--- src/rtl/aurora_hls_tx_framer.sv ---
// aurora_hls_tx_framer
//   Turns a byte-length command plus an unframed DATA_WIDTH-bit payload
//   stream into AXI-Stream frames (tlast + tkeep) for the Aurora TX input.
//   Runs in a single ap_clk domain. One output register stage, so a beat
//   appears on m_axis one cycle after its input handshake, and the block
//   can move one beat per cycle.
//
// Ports
//   ap_clk, ap_rst          clock, synchronous active-high reset
//   cmd_len/valid/ready     frame length command (bytes), taken in IDLE only
//   s_axis_tdata/tvalid/tready  unframed payload in
//   m_axis_tdata/tvalid/tready/tlast/tkeep  framed beats out
//   busy                    STREAM state or output register occupied
//   frame_done              1-cycle pulse after a tlast handshake
//   cmd_err                 1-cycle pulse after a zero-length command
//
// Optional build macro FRAMER_STATS_EN
//   Adds stats_clear (in), frames_sent[31:0] and bytes_sent[63:0] (out).
//   frames_sent counts tlast handshakes; bytes_sent adds the frame's
//   commanded length at the same point. stats_clear beats an increment.
`timescale 1ns/1ps
module aurora_hls_tx_framer #(
    parameter int DATA_WIDTH = 512,
    parameter int KEEP_WIDTH = DATA_WIDTH/8,
    parameter int LEN_WIDTH  = 32
) (
    input  logic                  ap_clk,
    input  logic                  ap_rst,
    input  logic [LEN_WIDTH-1:0]  cmd_len,
    input  logic                  cmd_valid,
    output logic                  cmd_ready,
    input  logic [DATA_WIDTH-1:0] s_axis_tdata,
    input  logic                  s_axis_tvalid,
    output logic                  s_axis_tready,
    output logic [DATA_WIDTH-1:0] m_axis_tdata,
    output logic                  m_axis_tvalid,
    input  logic                  m_axis_tready,
    output logic                  m_axis_tlast,
    output logic [KEEP_WIDTH-1:0] m_axis_tkeep,
    output logic                  busy,
    output logic                  frame_done,
    output logic                  cmd_err
`ifdef FRAMER_STATS_EN
    ,
    input  logic                  stats_clear,
    output logic [31:0]           frames_sent,
    output logic [63:0]           bytes_sent
`endif
);

    localparam int KW_BITS = $clog2(KEEP_WIDTH);
    localparam logic [LEN_WIDTH-1:0] KEEP_BYTES = LEN_WIDTH'(KEEP_WIDTH);

    typedef enum logic {IDLE, STREAM} state_t;

    state_t               state;
    logic [LEN_WIDTH-1:0] remaining;

    logic                 cmd_hs;
    logic                 in_hs;
    logic                 out_hs;
    logic                 last_beat;
    logic [KW_BITS:0]     rem_small;
    logic [KEEP_WIDTH-1:0] keep_last;

    assign cmd_ready     = (state == IDLE);
    // Output register frees up either when empty or when draining this cycle.
    assign s_axis_tready = (state == STREAM) && (!m_axis_tvalid || m_axis_tready);
    assign busy          = (state == STREAM) || m_axis_tvalid;

    assign cmd_hs = cmd_valid && cmd_ready;
    assign in_hs  = s_axis_tvalid && s_axis_tready;
    assign out_hs = m_axis_tvalid && m_axis_tready;

    assign last_beat = (remaining <= KEEP_BYTES);
    // Only meaningful when last_beat; holds 0..KEEP_WIDTH inclusive.
    assign rem_small = remaining[KW_BITS:0];

    // Byte lane i is live on the final beat when it lies below the tail count.
    for (genvar i = 0; i < KEEP_WIDTH; i++) begin : g_keep
        assign keep_last[i] = (rem_small > (KW_BITS+1)'(i));
    end

    always_ff @(posedge ap_clk) begin
        if (ap_rst) begin
            state         <= IDLE;
            remaining     <= '0;
            m_axis_tvalid <= 1'b0;
            m_axis_tlast  <= 1'b0;
            m_axis_tkeep  <= '0;
            m_axis_tdata  <= '0;
            frame_done    <= 1'b0;
            cmd_err       <= 1'b0;
        end else begin
            frame_done <= out_hs && m_axis_tlast;
            cmd_err    <= cmd_hs && (cmd_len == '0);

            // Drain first; a load in the same cycle below takes precedence.
            if (out_hs)
                m_axis_tvalid <= 1'b0;

            case (state)
                IDLE: begin
                    if (cmd_hs && (cmd_len != '0)) begin
                        remaining <= cmd_len;
                        state     <= STREAM;
                    end
                end
                STREAM: begin
                    if (in_hs) begin
                        m_axis_tdata  <= s_axis_tdata;
                        m_axis_tvalid <= 1'b1;
                        if (last_beat) begin
                            // Tail bytes past the frame length ride along in
                            // tdata but are masked; nothing carries forward.
                            m_axis_tlast <= 1'b1;
                            m_axis_tkeep <= keep_last;
                            remaining    <= '0;
                            state        <= IDLE;
                        end else begin
                            m_axis_tlast <= 1'b0;
                            m_axis_tkeep <= '1;
                            remaining    <= remaining - KEEP_BYTES;
                        end
                    end
                end
                default: state <= IDLE;
            endcase
        end
    end

`ifdef FRAMER_STATS_EN
    // frame_len belongs to the frame being streamed; out_len belongs to the
    // tlast beat sitting in the output register. They differ when the next
    // command is accepted while the previous tlast beat is still stalled.
    logic [LEN_WIDTH-1:0] frame_len;
    logic [LEN_WIDTH-1:0] out_len;

    always_ff @(posedge ap_clk) begin
        if (ap_rst) begin
            frame_len <= '0;
            out_len   <= '0;
        end else begin
            if (cmd_hs)
                frame_len <= cmd_len;
            if (in_hs && last_beat)
                out_len <= frame_len;
        end
    end

    always_ff @(posedge ap_clk) begin
        if (ap_rst || stats_clear) begin
            frames_sent <= '0;
            bytes_sent  <= '0;
        end else if (out_hs && m_axis_tlast) begin
            frames_sent <= frames_sent + 32'd1;
            bytes_sent  <= bytes_sent + 64'(out_len);
        end
    end
`endif

endmodule

--- config.mk ---
export PLATFORM = sky130hd
export DESIGN_NAME = aurora_hls_tx_framer
export DESIGN_NICKNAME = d
export VERILOG_FILES = /design/src/rtl/aurora_hls_tx_framer.sv
export SDC_FILE = /design/constraint.sdc
export NUM_CORES = 1
export LEC_CHECK = 0
export CAP_MARGIN = 40
export CORE_AREA = 2 2 438 440
export DETAILED_ROUTE_END_ITERATION = 8
export DIE_AREA = 0 0 440 442
export GPL_ROUTABILITY_DRIVEN = 1
export PLACE_DENSITY_LB_ADDON = 0.12
export RECOVER_POWER = 50
export SKIP_LAST_GASP = 1
export SYNTH_ARGS = -nofsm -noshare
export SYNTH_HDL_FRONTEND = slang
export SYNTH_SLANG_ARGS = --single-unit
--- constraint.sdc ---
create_clock -name ap_clk -period 4 [get_ports ap_clk]
set_input_delay 0.6 -clock ap_clk [delete_from_list [all_inputs] [get_ports ap_clk]]
set_output_delay 0.6 -clock ap_clk [all_outputs]
set_load 0.005 [all_outputs]
* Word level (Yosys, flattened, before mapping)
Index checks and enable logic that the tools add are counted.
** Operators by class
- Mux-type cells :: 13
- Bitwise logic cells :: 1
- Divide/modulo/power cells :: 0
- Order comparisons :: 65
- Equality and inequality tests :: 2
- Shifts and indexed selects :: 0
- Reductions and logical operators :: 14
- $add $sub $neg :: 1
- Multipliers :: 0
** Operators with widths (count)
- 7-bit by 6-bit > comparator with 1-bit output, second input constant :: 32
- 7-bit by 5-bit > comparator with 1-bit output, second input constant :: 16
- 32-bit 2-to-1 mux :: 3
- 64-bit 2-to-1 mux :: 1
- 32-bit case mux with 2 select lines :: 1
- 7-bit by 4-bit > comparator with 1-bit output, second input constant :: 8
- 32-bit by 7-bit <= comparator with 1-bit output, second input constant :: 1
- 32-bit logical NOT :: 1
- 32-bit nonzero test :: 1
- 32-bit by 7-bit subtractor with 32-bit output, second input constant :: 1
- 7-bit by 3-bit > comparator with 1-bit output, second input constant :: 4
- 7-bit by 1-bit > comparator with 1-bit output, second input constant :: 2
- 7-bit by 2-bit > comparator with 1-bit output, second input constant :: 2
- 1-bit logical AND :: 7
- 1-bit 2-to-1 mux :: 7
- 2-bit by 1-bit != test with 1-bit output, second input constant :: 2
- 2-bit AND reduction :: 2
- 1-bit logical OR :: 2
- 1-bit case mux with 2 select lines :: 1
- 1-bit logical NOT :: 1
- 1-bit inverter :: 1
** Word-level totals
- Latch bits :: 0
- Word-level logic and storage cells :: 104
- Output and inout bits :: 583
- Memory bits (read-only) :: 0
- Bits in writable memories :: 0
- Memories :: 0
- Bits in registers :: 613
- Input bits :: 549

* Depth between registers and ports, before layout
Gate-level depths: netlist (run 1).
- Word-level depth :: 6
- Mapped depth :: 11
- Depth with buffers taken out :: 8

* Worst setup path after synthesis (run 1)
No wires, ideal clock.
- Path kind :: reg-to-reg
- Start point :: reg remaining[6]
- End point :: reg m_axis_tkeep[0]
- Cell stages (with the launch flop) :: 12
- Arrival time :: 2.233 ns
- Setup slack :: 1.645 ns
- Buffers on the path :: 3
- Required time :: 3.878 ns
- Period minus slack after synthesis :: 2.355 ns
- Library setup time :: 0.122 ns
- Cells stage by stage :: dfxtp_1 buf_6 inv_1 ha_1 or3b_4 or2_1 buf_6 o22ai_4 nand3_4 nor3_4 buf_8 a21oi_2
** On the way
- Cells in the longest elaborated chain, start to end :: 2
- Elaborated cells on any way between the ends :: 3
- Classes of those cells :: order compare (2); mux (1)
** Ends and longest elaborated chain
- start: declaration :: line 57 : logic [LEN_WIDTH-1:0] remaining;
- start signal: assignment :: line 105 : remaining <= cmd_len;
- start signal: assignment :: line 123 : remaining <= remaining - KEEP_BYTES;
- 32-bit by 7-bit <= comparator with 1-bit output or 7-bit by 1-bit > comparator with 1-bit output (tied branches) :: line 75, 81
- 64-bit 2-to-1 mux * :: line 113 : if (last_beat) begin
- end signal: assignment :: line 117 : m_axis_tkeep <= keep_last;
- end: declaration :: line 39 : output logic [KEEP_WIDTH-1:0] m_axis_tkeep,
Every way passes the cells marked *; elsewhere a longest branch is shown, timed or not.
A chain may end at the register's enable or synchronous reset.

* Final worst setup path (run 1)
- Start point :: in ap_rst
- End point :: reg m_axis_tdata[300]
** RTL lines
- start: declaration :: line 28 : input logic ap_rst,
- end signal: assignment :: line 111 : m_axis_tdata <= s_axis_tdata;
- end: declaration :: line 35 : output logic [DATA_WIDTH-1:0] m_axis_tdata,
No word-level cell between the ends.

==> key figures, run 1 <==
Yosys
  – Net Count, Synth: 3,376
  – Post-synth top area cell: dfxtp_1
  – Syn Area/Cell: 7.83 sq um
  – Post-synth EDFFs: 0
  – Post-synthesis sequential area ratio: 0.555
  – Synth unique cells: 61
  – Number of synthesis warnings: 0
  – Top_reg_cell synth: dfxtp_1
  – Syn Inst Count: 2,826
  – Async S/R FF share, synth: 0
  – Mapped cell area: 0.0221 sq mm
  – #FFs+latches synth: 613
  – Post-synth top area share: 0.555
  – Synth top area cells: dfxtp_1 55%, nand2_1 19%, a21oi_1 13%, clkbuf_1 3.5%, o21ai_0 1.9%

CTS
  – Max clock buf depth: 3
  – TritonCTS buffer count: 85
  – Resized cells post-CTS: 0
  – H-tree depth: 3
  – Postcts setup bufs: 0
  – Clock Pin Slew Worst Setup and Hold Paths: 60 ps
  – Number of hold buffers added after cts: 0
  – Clk sinks: 613
  – CTS tree: done
  – Worst-Skew Late Latency: 670 ps
  – Root Buffer: clkbuf_16

STA
  – Final slew viol count: 61
  – Setup WS post-layout: 615 ps
  – Unrepaired setup endpoints after global routing: no
  – Final min period: 3380 ps
  – Clock skew: 14.5 ps
  – Period utilization: 0.846
  – Worst Max-Slew Pin Slew: 2450 ps
  – Setup violators final: 0
  – Fmax: 295 MHz
  – Slew headroom: -0.635
  – Setup TNS: 0 ps
  – Fin. Hold Viols: 0

Worst setup path
  – Setup crit start kind: input port
  – Crit path to: m_axis_tdata[300]
  – R2R depth: 6
  – Max Fanout on Critical Path: 162
  – R2R Setup Slk: 790 ps
  – Worst R2R Start: state
  – Worst path max stage delay: 1900 ps
  – Crit path arrival time: 3940 ps
  – Crit path max-delay cell type: clkdlybuf4s25_1
  – Critical path type: in -> reg
  – Critical Path Start: ap_rst
  – Critical-path cell list: clkdlybuf4s25_1 > buf_12 > clkbuf_1 > a21oi_1
  – WP data required: 4550 ps
  – Crit. End Element: flop
  – Critical R2R Capture: m_axis_tdata[325]

Floorplan
  – Die area: 0.194 sq mm
  – Die width: 440 um
  – Starting Density: 0.117
  – Row cnt: 160
  – IO Count: 1,132
  – Die height: 442 um
  – Core area: 0.190 sq mm

Placement
  – Routability cong.: 0.780
  – Pre-CTS setup slack: 849 ps
  – # port buffers: 1,131
  – Post-DP HPWL: 101 mm

Power
  – Maximum vdd drop: 290 uV
  – PD cells: 439 mW/mm^2
  – Pleak: 14.7 nW

Global route
  – Grt met2 use: 0.239
  – GR met3 Demand/Resource: 0.0498
  – Congestion Overflow GR: 0
  – GRT Total Usage: 0.133
  – M1 GR Usage: 0.146
  – GR peak layer: met2
  – Initial antenna violation count: 30
  – First-pass GRT wire length: 186 mm
  – Vias in the first global route: 23,300
  – Largest net degree at the start of global routing: 163

Layout
  – Most common cell after layout, fill and taps aside: nand2_1
  – Layout overhead on the synthesized area: 76.8%
  – Most frequent cells in the layout: 1,094 x nand2_1, 626 x clkdlybuf4s50_1, 613 x dfxtp_1, 582 x a21oi_1, 504 x dlygate4sd3_1
  – Layout cells sized above 1: 0.0573
  – Nets: 4,445

Detailed routing
  – Overall routed net length: 135 mm
  – DR vias/cell: 3.63
  – DRT antenna net count: 0
  – DRC viols: 0
  – Initial DRC Count: 1,051
  – DR vias: 23,500
  – WL/cell: 20.9 um
  – Drt pass-1 iters: 5

Status
  – Failing checks: capacitance limit, slew limit
  – Outcome: complete, but fails checks

Hold path
  – Hold Crit Class: reg -> reg

Run
  – Max_cap viols: 2
state kept, by name (all words and copies together), names as in the netlist:
name	cells
m_axis_tdata	512
m_axis_tlast	1
m_axis_tvalid	1
state	1
cmd_err	1
frame_done	1
remaining	32
m_axis_tkeep	64
how the worst min path moves through the flow:
stage                      startpoint                end  slack (ps)  cells past startpoint
floorplan             m_axis_tdata[0]    m_axis_tdata[0]         450                      2
global placement    m_axis_tdata[158]  m_axis_tdata[158]         440                      2
detailed placement  m_axis_tdata[221]  m_axis_tdata[221]         450                      2
CTS                            ap_rst  m_axis_tdata[498]         240                      2
global route        s_axis_tdata[348]  m_axis_tdata[348]         390                      3
finish               m_axis_tdata[42]   m_axis_tdata[42]         450                      2
cells in the mapped netlist (6+ instances only):
master,count
nand2_1,1094
dfxtp_1,613
a21oi_1,582
clkbuf_1,205
o21ai_0,83
nor2_1,28
inv_1,23
a31oi_1,17
nand3_1,16
o32ai_1,16
nor4_1,13
nor3_1,11
a21oi_2,10
a22oi_1,9
buf_1,7
or3_1,7
nor2b_1,6
critical path: cells and delay by family:
family                 cells  cell delay, ps
AO/OA/AOI/OAI              1              80
buffers and inverters      3            2830
routing by layer:
layer	wire, um	up-vias
li1	-	11500
met1	52200	11000
met2	68600	762
met3	10900	174
met4	3060	28
met5	190	-
through the flow:
stage           util  instance area [sq um]  cells  hold slack (ps)  power (mW)
6_report       0.206                  39100   6460              447        17.2
4_1_cts        0.206                  39100   6454              239        17.7
5_1_grt        0.206                  39100   6458              391        18.0
3_3_place_gp   0.192                  36400   6316              441        9.97
2_1_floorplan      -                  22100   2826              453        7.91
3_5_place_dp   0.192                  36500   6319              446        9.96
cells by family (layout without fill, tap and decap cells):
family                   Yosys count  in the layout  synth area share
flip-flops                       613            613             0.555
AND/OR/NAND/NOR                 1219           1219             0.220
buffers and inverters            246           1363            0.0439
AO/OA/AOI/OAI                    747            747             0.181
adder cells (fa/ha/maj)            1              1          0.000565
other                              0              6                 0
where the power goes:
group	total [mW]	switching [mW]	internal (mW)
clock network	7.53	3.05	4.48
logic	2.93	1.55	1.38
registers	6.71	0.213	6.50
total	17.2	4.81	12.4
final cells by class:
type | count | area [sq um]
clock inverter | 12 | 139
timing repair buffer | 1205 | 12100
tap | 2511 | 3140
fill | 21200 | 150000
inverter | 23 | 86.3
sequential | 613 | 12300
multi-input combinational | 1967 | 8900
antenna | 6 | 15.0
clock buffer | 123 | 2510
(Power assumes the default switching activity.)
==> run 2: changes to the inputs <==
--- a/config.mk
+++ b/config.mk
@@ -6,9 +6,9 @@
 export NUM_CORES = 1
 export LEC_CHECK = 0
 export CAP_MARGIN = 40
-export CORE_AREA = 2 2 438 440
+export CORE_AREA = 2 2 441 443
 export DETAILED_ROUTE_END_ITERATION = 8
-export DIE_AREA = 0 0 440 442
+export DIE_AREA = 0 0 443 445
 export GPL_ROUTABILITY_DRIVEN = 1
 export PLACE_DENSITY_LB_ADDON = 0.12
 export RECOVER_POWER = 50
==> constraint.sdc (replaced) <==
create_clock -name ap_clk -period 3.4 [get_ports ap_clk]
set_input_delay 0.51 -clock ap_clk [delete_from_list [all_inputs] [get_ports ap_clk]]
set_output_delay 0.51 -clock ap_clk [all_outputs]
set_load 0.005 [all_outputs]
==> key figures, run 2 (synthesis gave the netlist of run 1 again) <==
Floorplan
  – Die area: 0.197 sq mm (+1.4%)
  – Die width: 443 um (+0.68%)
  – Die height: 445 um (+0.68%)
  – Core area: 0.192 sq mm (+1.3%)
  – IO Count: 1,132 (unchanged)
  – Row cnt: 161 (+0.63%)
  – Starting Density: 0.115 (-0.00146)

Layout
  – Layout overhead on the synthesized area: 78.3%
  – Layout cells sized above 1: 0.0595 (+0.00216)
  – Most common cell after layout, fill and taps aside: nand2_1
  – Filler Cell Count: 21,500 (+1.5%)
  – Register with the most flip-flops: m_axis_tdata
  – Area of the multi-input gates: 0.00890 sq mm (unchanged)
  – Register area: 0.0123 sq mm (unchanged)
  – Largest regs: m_axis_tdata x512, m_axis_tkeep x64, remaining x32
  – Finished Layout Cells: 6,520 (+0.93%)
  – Nets: 4,468 (+0.52%)
  – Most frequent cells in the layout: 1,094 x nand2_1, 955 x clkdlybuf4s50_1, 613 x dfxtp_1, 582 x a21oi_1, 175 x dlygate4sd3_1
  – Largest register FFs: 512 (unchanged)

Detailed routing
  – DR vias: 23,800 (+1.3%)
  – DR vias/cell: 3.65 (+0.38%)
  – DRT antenna net count: 0 (unchanged)
  – WL/cell: 21.0 um (+0.45%)
  – Overall routed net length: 137 mm (+1.4%)
  – DRC viols: 0 (unchanged)
  – Initial DRC Count: 1,119 (+6.5%)
  – Drt pass-1 iters: 5 (unchanged)

Global route
  – First-pass GRT wire length: 189 mm (+1.4%)
  – Vias in the first global route: 23,500 (+1.1%)
  – M1 GR Usage: 0.148 (+0.00213)
  – Congestion Overflow GR: 0 (unchanged)
  – Initial antenna violation count: 30 (unchanged)
  – GR peak layer: met2
  – Largest net degree at the start of global routing: 125 (-23%)
  – GR met3 Demand/Resource: 0.0482 (-0.00161)
  – Grt met2 use: 0.237 (-0.00139)
  – GRT Total Usage: 0.133 (about the same)

STA
  – Minimum hold slack: 152 ps (-295 ps)
  – Fmax: 343 MHz
  – Clock skew: 29.6 ps (+15.1 ps)
  – Final min period: 2920 ps
  – Setup TNS: 0 ps (unchanged)
  – Slew headroom: -0.0339 (+0.601)
  – Setup WS post-layout: 483 ps (-132 ps)
  – Setup violators final: 0 (unchanged)
  – Fin. Hold Viols: 0 (unchanged)
  – Unrepaired setup endpoints after global routing: no
  – Final slew viol count: 114 (+87%)
  – Period utilization: 0.858
  – Worst Max-Slew Pin Slew: 1550 ps (-901 ps)

Status
  – Failing checks: slew limit
  – Outcome: complete, but fails checks

Worst setup path
  – Critical-path cell list: nand2_1 > and2b_1 > buf_12 > clkbuf_4 > clkbuf_1 > nand2_1 > a21oi_1
  – Crit path max-delay cell type: and2b_1
  – CP bufs+invs: 3 (unchanged)
  – Critical path type: reg -> reg
  – Crit path arrival time: 3530 ps (-410 ps)
  – Family with the most delay on the worst path: buffers and inverters
  – Crit. End Element: flop
  – Max Fanout on Critical Path: 42 (-74%)
  – Setup crit start kind: flop
  – Most common cell on crit path: nand2_1
  – Worst path max stage delay: 790 ps (-1110 ps)
  – WP data required: 4010 ps (-540 ps)

Run
  – Max_cap viols: 0 (-2)

CTS
  – Resized cells post-CTS: 0 (unchanged)
  – Worst-Skew Late Latency: 710 ps (+40 ps)
  – Clock Pin Slew Worst Setup and Hold Paths: 50 ps (about the same)
  – Postcts setup bufs: 0 (unchanged)
  – H-tree depth: 3 (unchanged)
  – TritonCTS buffer count: 86 (+1.2%)
  – Max clock buf depth: 3 (unchanged)
  – Clk sinks: 613 (unchanged)
  – Root Buffer: clkbuf_16
  – CTS tree: done
  – Number of hold buffers added after cts: 0 (unchanged)

Placement
  – Placed instance count: 6,356 (+0.59%)
  – Post-DP HPWL: 103 mm (+1.8%)
  – # port buffers: 1,131 (unchanged)
  – Pre-CTS setup slack: 434 ps (-415 ps)
  – Routability cong.: 0.831 (+6.5%)

Hold path
  – Hold Crit Class: in -> reg

Power
  – Maximum vdd drop: 308 uV (+6.4%)
  – PD cells: 527 mW/mm^2 (+20%)
  – Pleak: 13.8 nW (-6.1%)
-- run 2: cell count changes in the layout (fill, tap and decap cells not counted), sizes merged, moves of 2 or more --
| cell | delta |
|---|---|
| inv | +4 |
| bufinv | +2 |
| buf | -6 |
| diode | +3 |
| clkbuf | +39 |
| clkinv | +3 |
| dlygate4sd3 | -329 |
| clkdlybuf4s50 | +329 |
-- run 2: report_power, final --
group          internal (mW)  switching [mW]
clock network           5.60            3.73
logic                   1.72            1.83
registers               7.64           0.254
-- run 2: layer usage --
layer	vias to the layer above	part of all wire
met4	14	0.022
li1	11500	-
met2	813	0.51
met5	-	0.00077
met1	11200	0.39
met3	173	0.077
-- run 2: worst reg2reg max path, cell delays in order, from the launching register on --
cell	delay, ps
dfxtp_1	480
nand2_1	110
and2b_1	790
buf_12	250
clkbuf_4	610
clkbuf_1	340
nand2_1	130
a21oi_1	130
-- run 2: final timing paths --
kind | start | to | slack, ps | cells after the start
max | state | m_axis_tdata[316] | 480 | 7
min | ap_rst | m_axis_tdata[208] | 150 | 2
max reg2reg | state | m_axis_tdata[316] | 480 | 7
min reg2reg | m_axis_tdata[46] | m_axis_tdata[46] | 450 | 2
-- run 2: per-stage QoR --
| step | util | total power, mW | area (sq um) |
|---|---|---|---|
| 2_1_floorplan | - | 9.30 | 22100 |
| 3_5_place_dp | 0.191 | 11.8 | 36700 |
| 4_1_cts | 0.206 | 21.5 | 39600 |
| 6_report | 0.205 | 20.8 | 39400 |
| 5_1_grt | 0.205 | 21.9 | 39400 |
| 3_3_place_gp | 0.191 | 11.8 | 36700 |
-- run 2: area by class of cell --
cell class	count	area share
sequential	613	0.311
timing repair buffer	1227	0.308
multi-input combinational	1967	0.226
tap	2526	0.0801
clock buffer	133	0.0657
clock inverter	22	0.00650
inverter	23	0.00219
antenna	9	0.000571
==> run 3: changes to the inputs <==
==> constraint.sdc (replaced) <==
create_clock -name ap_clk -period 3.1 [get_ports ap_clk]
set_input_delay 0.465 -clock ap_clk [delete_from_list [all_inputs] [get_ports ap_clk]]
set_output_delay 0.465 -clock ap_clk [all_outputs]
set_load 0.005 [all_outputs]
==> key figures, run 3 (synthesis gave the netlist of run 1 again) <==
STA
  – Final min period: 2880 ps
  – Fmax: 347 MHz
  – Unrepaired setup endpoints after global routing: no
  – Worst Max-Slew Pin Slew: 1670 ps (+121 ps)
  – Clock skew: 18.3 ps (-11.3 ps)
  – Setup violators final: 0 (unchanged)
  – Slew headroom: -0.114 (-0.0803)
  – Setup TNS: 0 ps (unchanged)
  – Final slew viol count: 124 (+8.8%)
  – Fin. Hold Viols: 0 (unchanged)
  – Period utilization: 0.930

Layout
  – Layout overhead on the synthesized area: 78.6%
  – Largest register FFs: 512 (unchanged)
  – Area of the multi-input gates: 0.00890 sq mm (about the same)
  – Filler Cell Count: 21,500 (unchanged)
  – Layout cells sized above 1: 0.0603 (+0.000820)
  – Register with the most flip-flops: m_axis_tdata
  – Register area: 0.0123 sq mm (unchanged)
  – Most frequent cells in the layout: 1,094 x nand2_1, 647 x clkdlybuf4s50_1, 613 x dfxtp_1, 582 x a21oi_1, 483 x dlygate4sd3_1
  – Nets: 4,446 (-0.49%)
  – Most common cell after layout, fill and taps aside: nand2_1
  – Largest regs: m_axis_tdata x512, m_axis_tkeep x64, remaining x32

Placement
  – Post-DP HPWL: 101 mm (-2.3%)
  – Routability cong.: 0.811 (-2.4%)
  – # port buffers: 1,131 (unchanged)

Hold path
  – Hold Path End: m_axis_tdata[459]
  – Hold Path Origin: ap_rst
  – Hold Crit Class: in -> reg
  – Hold depth: 3 (+1)

Detailed routing
  – Initial DRC Count: 1,145 (+2.3%)
  – DR vias: 23,500 (-1.3%)
  – Drt pass-1 iters: 5 (unchanged)
  – DRT antenna net count: 0 (unchanged)
  – Overall routed net length: 136 mm (-0.62%)
  – DRC viols: 0 (unchanged)
  – WL/cell: 20.9 um (-0.30%)
  – DR vias/cell: 3.61 (-0.97%)

Floorplan
  – Starting Density: 0.115 (unchanged)
  – Die width: 443 um (unchanged)
  – Row cnt: 161 (unchanged)
  – Die area: 0.197 sq mm (unchanged)
  – IO Count: 1,132 (unchanged)
  – Die height: 445 um (unchanged)
  – Core area: 0.192 sq mm (unchanged)

CTS
  – CTS tree: done
  – Resized cells post-CTS: 0 (unchanged)
  – Clk sinks: 613 (unchanged)
  – Max clock buf depth: 3 (unchanged)
  – TritonCTS buffer count: 90 (+4.7%)
  – Postcts setup bufs: 0 (unchanged)
  – Number of hold buffers added after cts: 0 (unchanged)
  – Root Buffer: clkbuf_16
  – Worst-Skew Late Latency: 700 ps (about the same)
  – Clock Pin Slew Worst Setup and Hold Paths: 60 ps (about the same)
  – H-tree depth: 3 (unchanged)

Run
  – Max_cap viols: 1 (+1)

Power
  – PD cells: 584 mW/mm^2 (+11%)
  – Maximum vdd drop: 345 uV (+12%)
  – Overall Power: 23.1 mW (+11%)
  – Pleak: 14.8 nW (+7.1%)

Global route
  – First-pass GRT wire length: 186 mm (-1.6%)
  – Largest net degree at the start of global routing: 148 (+18%)
  – Initial antenna violation count: 32 (+6.7%)
  – Congestion Overflow GR: 0 (unchanged)
  – GRT Total Usage: 0.131 (-0.00172)
  – Vias in the first global route: 23,200 (-1.3%)

Worst setup path
  – R2R depth: 9 (+2)
  – Critical path type: reg -> out
  – Setup crit start kind: flop
  – Crit path arrival time: 2420 ps (-1110 ps)
  – Crit. End Element: primary output
  – R2R Setup Slk: 260 ps (-220 ps)
  – Critical R2R Capture: remaining[29]
  – WP data required: 2630 ps (-1380 ps)
  – Max Fanout on Critical Path: 17 (-60%)
  – Worst R2R Start: remaining[7]

Status
  – Outcome: complete, but fails checks
  – Failing checks: capacitance limit, slew limit
-- run 3: cell types whose count changed in the layout (fill, tap and decap cells not counted), sizes merged --
cell,change
clkbuf,-22
inv,-3
clkinv,-1
clkinvlp,+1
dlygate4sd3,+308
buf,+4
clkdlybuf4s50,-308
-- run 3: worst max-delay path, cell delays in order (launching register included) --
cell and delay, ps:
dfxtp_1 620, inv_1 310, buf_4 300, clkdlybuf4s50_1 490
-- run 3: how the worst max path moves through the flow --
stage / cells past startpoint / slack [ps] / endpoint / start
4_1_cts: 3 / 80 / cmd_ready / state
6_report: 3 / 220 / cmd_ready / state
3_5_place_dp: 8 / 120 / remaining[21] / cmd_len[0]
2_1_floorplan: 11 / 750 / m_axis_tkeep[0] / remaining[6]
5_1_grt: 9 / 60 / remaining[26] / remaining[7]
3_3_place_gp: 8 / 60 / remaining[15] / cmd_len[0]
-- run 3: cell type report --
| cell class | instances | share of cell area |
|---|---|---|
| flip-flops and latches | 613 | 0.311 |
| well taps | 2526 | 0.0800 |
| diodes | 9 | 0.000570 |
| multi-input cells | 1967 | 0.225 |
| clock inverters | 19 | 0.00598 |
| inverters | 23 | 0.00218 |
| clock buffers | 141 | 0.0699 |
| repair buffers | 1201 | 0.306 |
-- run 3: power breakdown --
part	switching (mW)	internal, mW
Combinational	1.99	1.80
Sequential	0.269	8.38
Clock	4.16	6.48
-- run 3: metal layers --
metal | track usage | wire length [um] | up-vias
met2 | 0.230 | 68100 | 852
met5 | 0 | 110 | -
met4 | 0.0469 | 4400 | 16
li1 | - | - | 11500
met1 | 0.145 | 52600 | 10900
met3 | 0.0489 | 10700 | 193
-- run 3: stage by stage --
step	hold slack [ps]	worst slack, ps	utilization	cell area, sq um	instances
3_5_place_dp	446	115	0.190	36500	6330
2_1_floorplan	453	745	-	22100	2826
4_1_cts	208	82.8	0.206	39500	6490
6_report	300	216	0.206	39500	6499
3_3_place_gp	441	61.1	0.190	36500	6330
5_1_grt	237	55.9	0.206	39500	6498
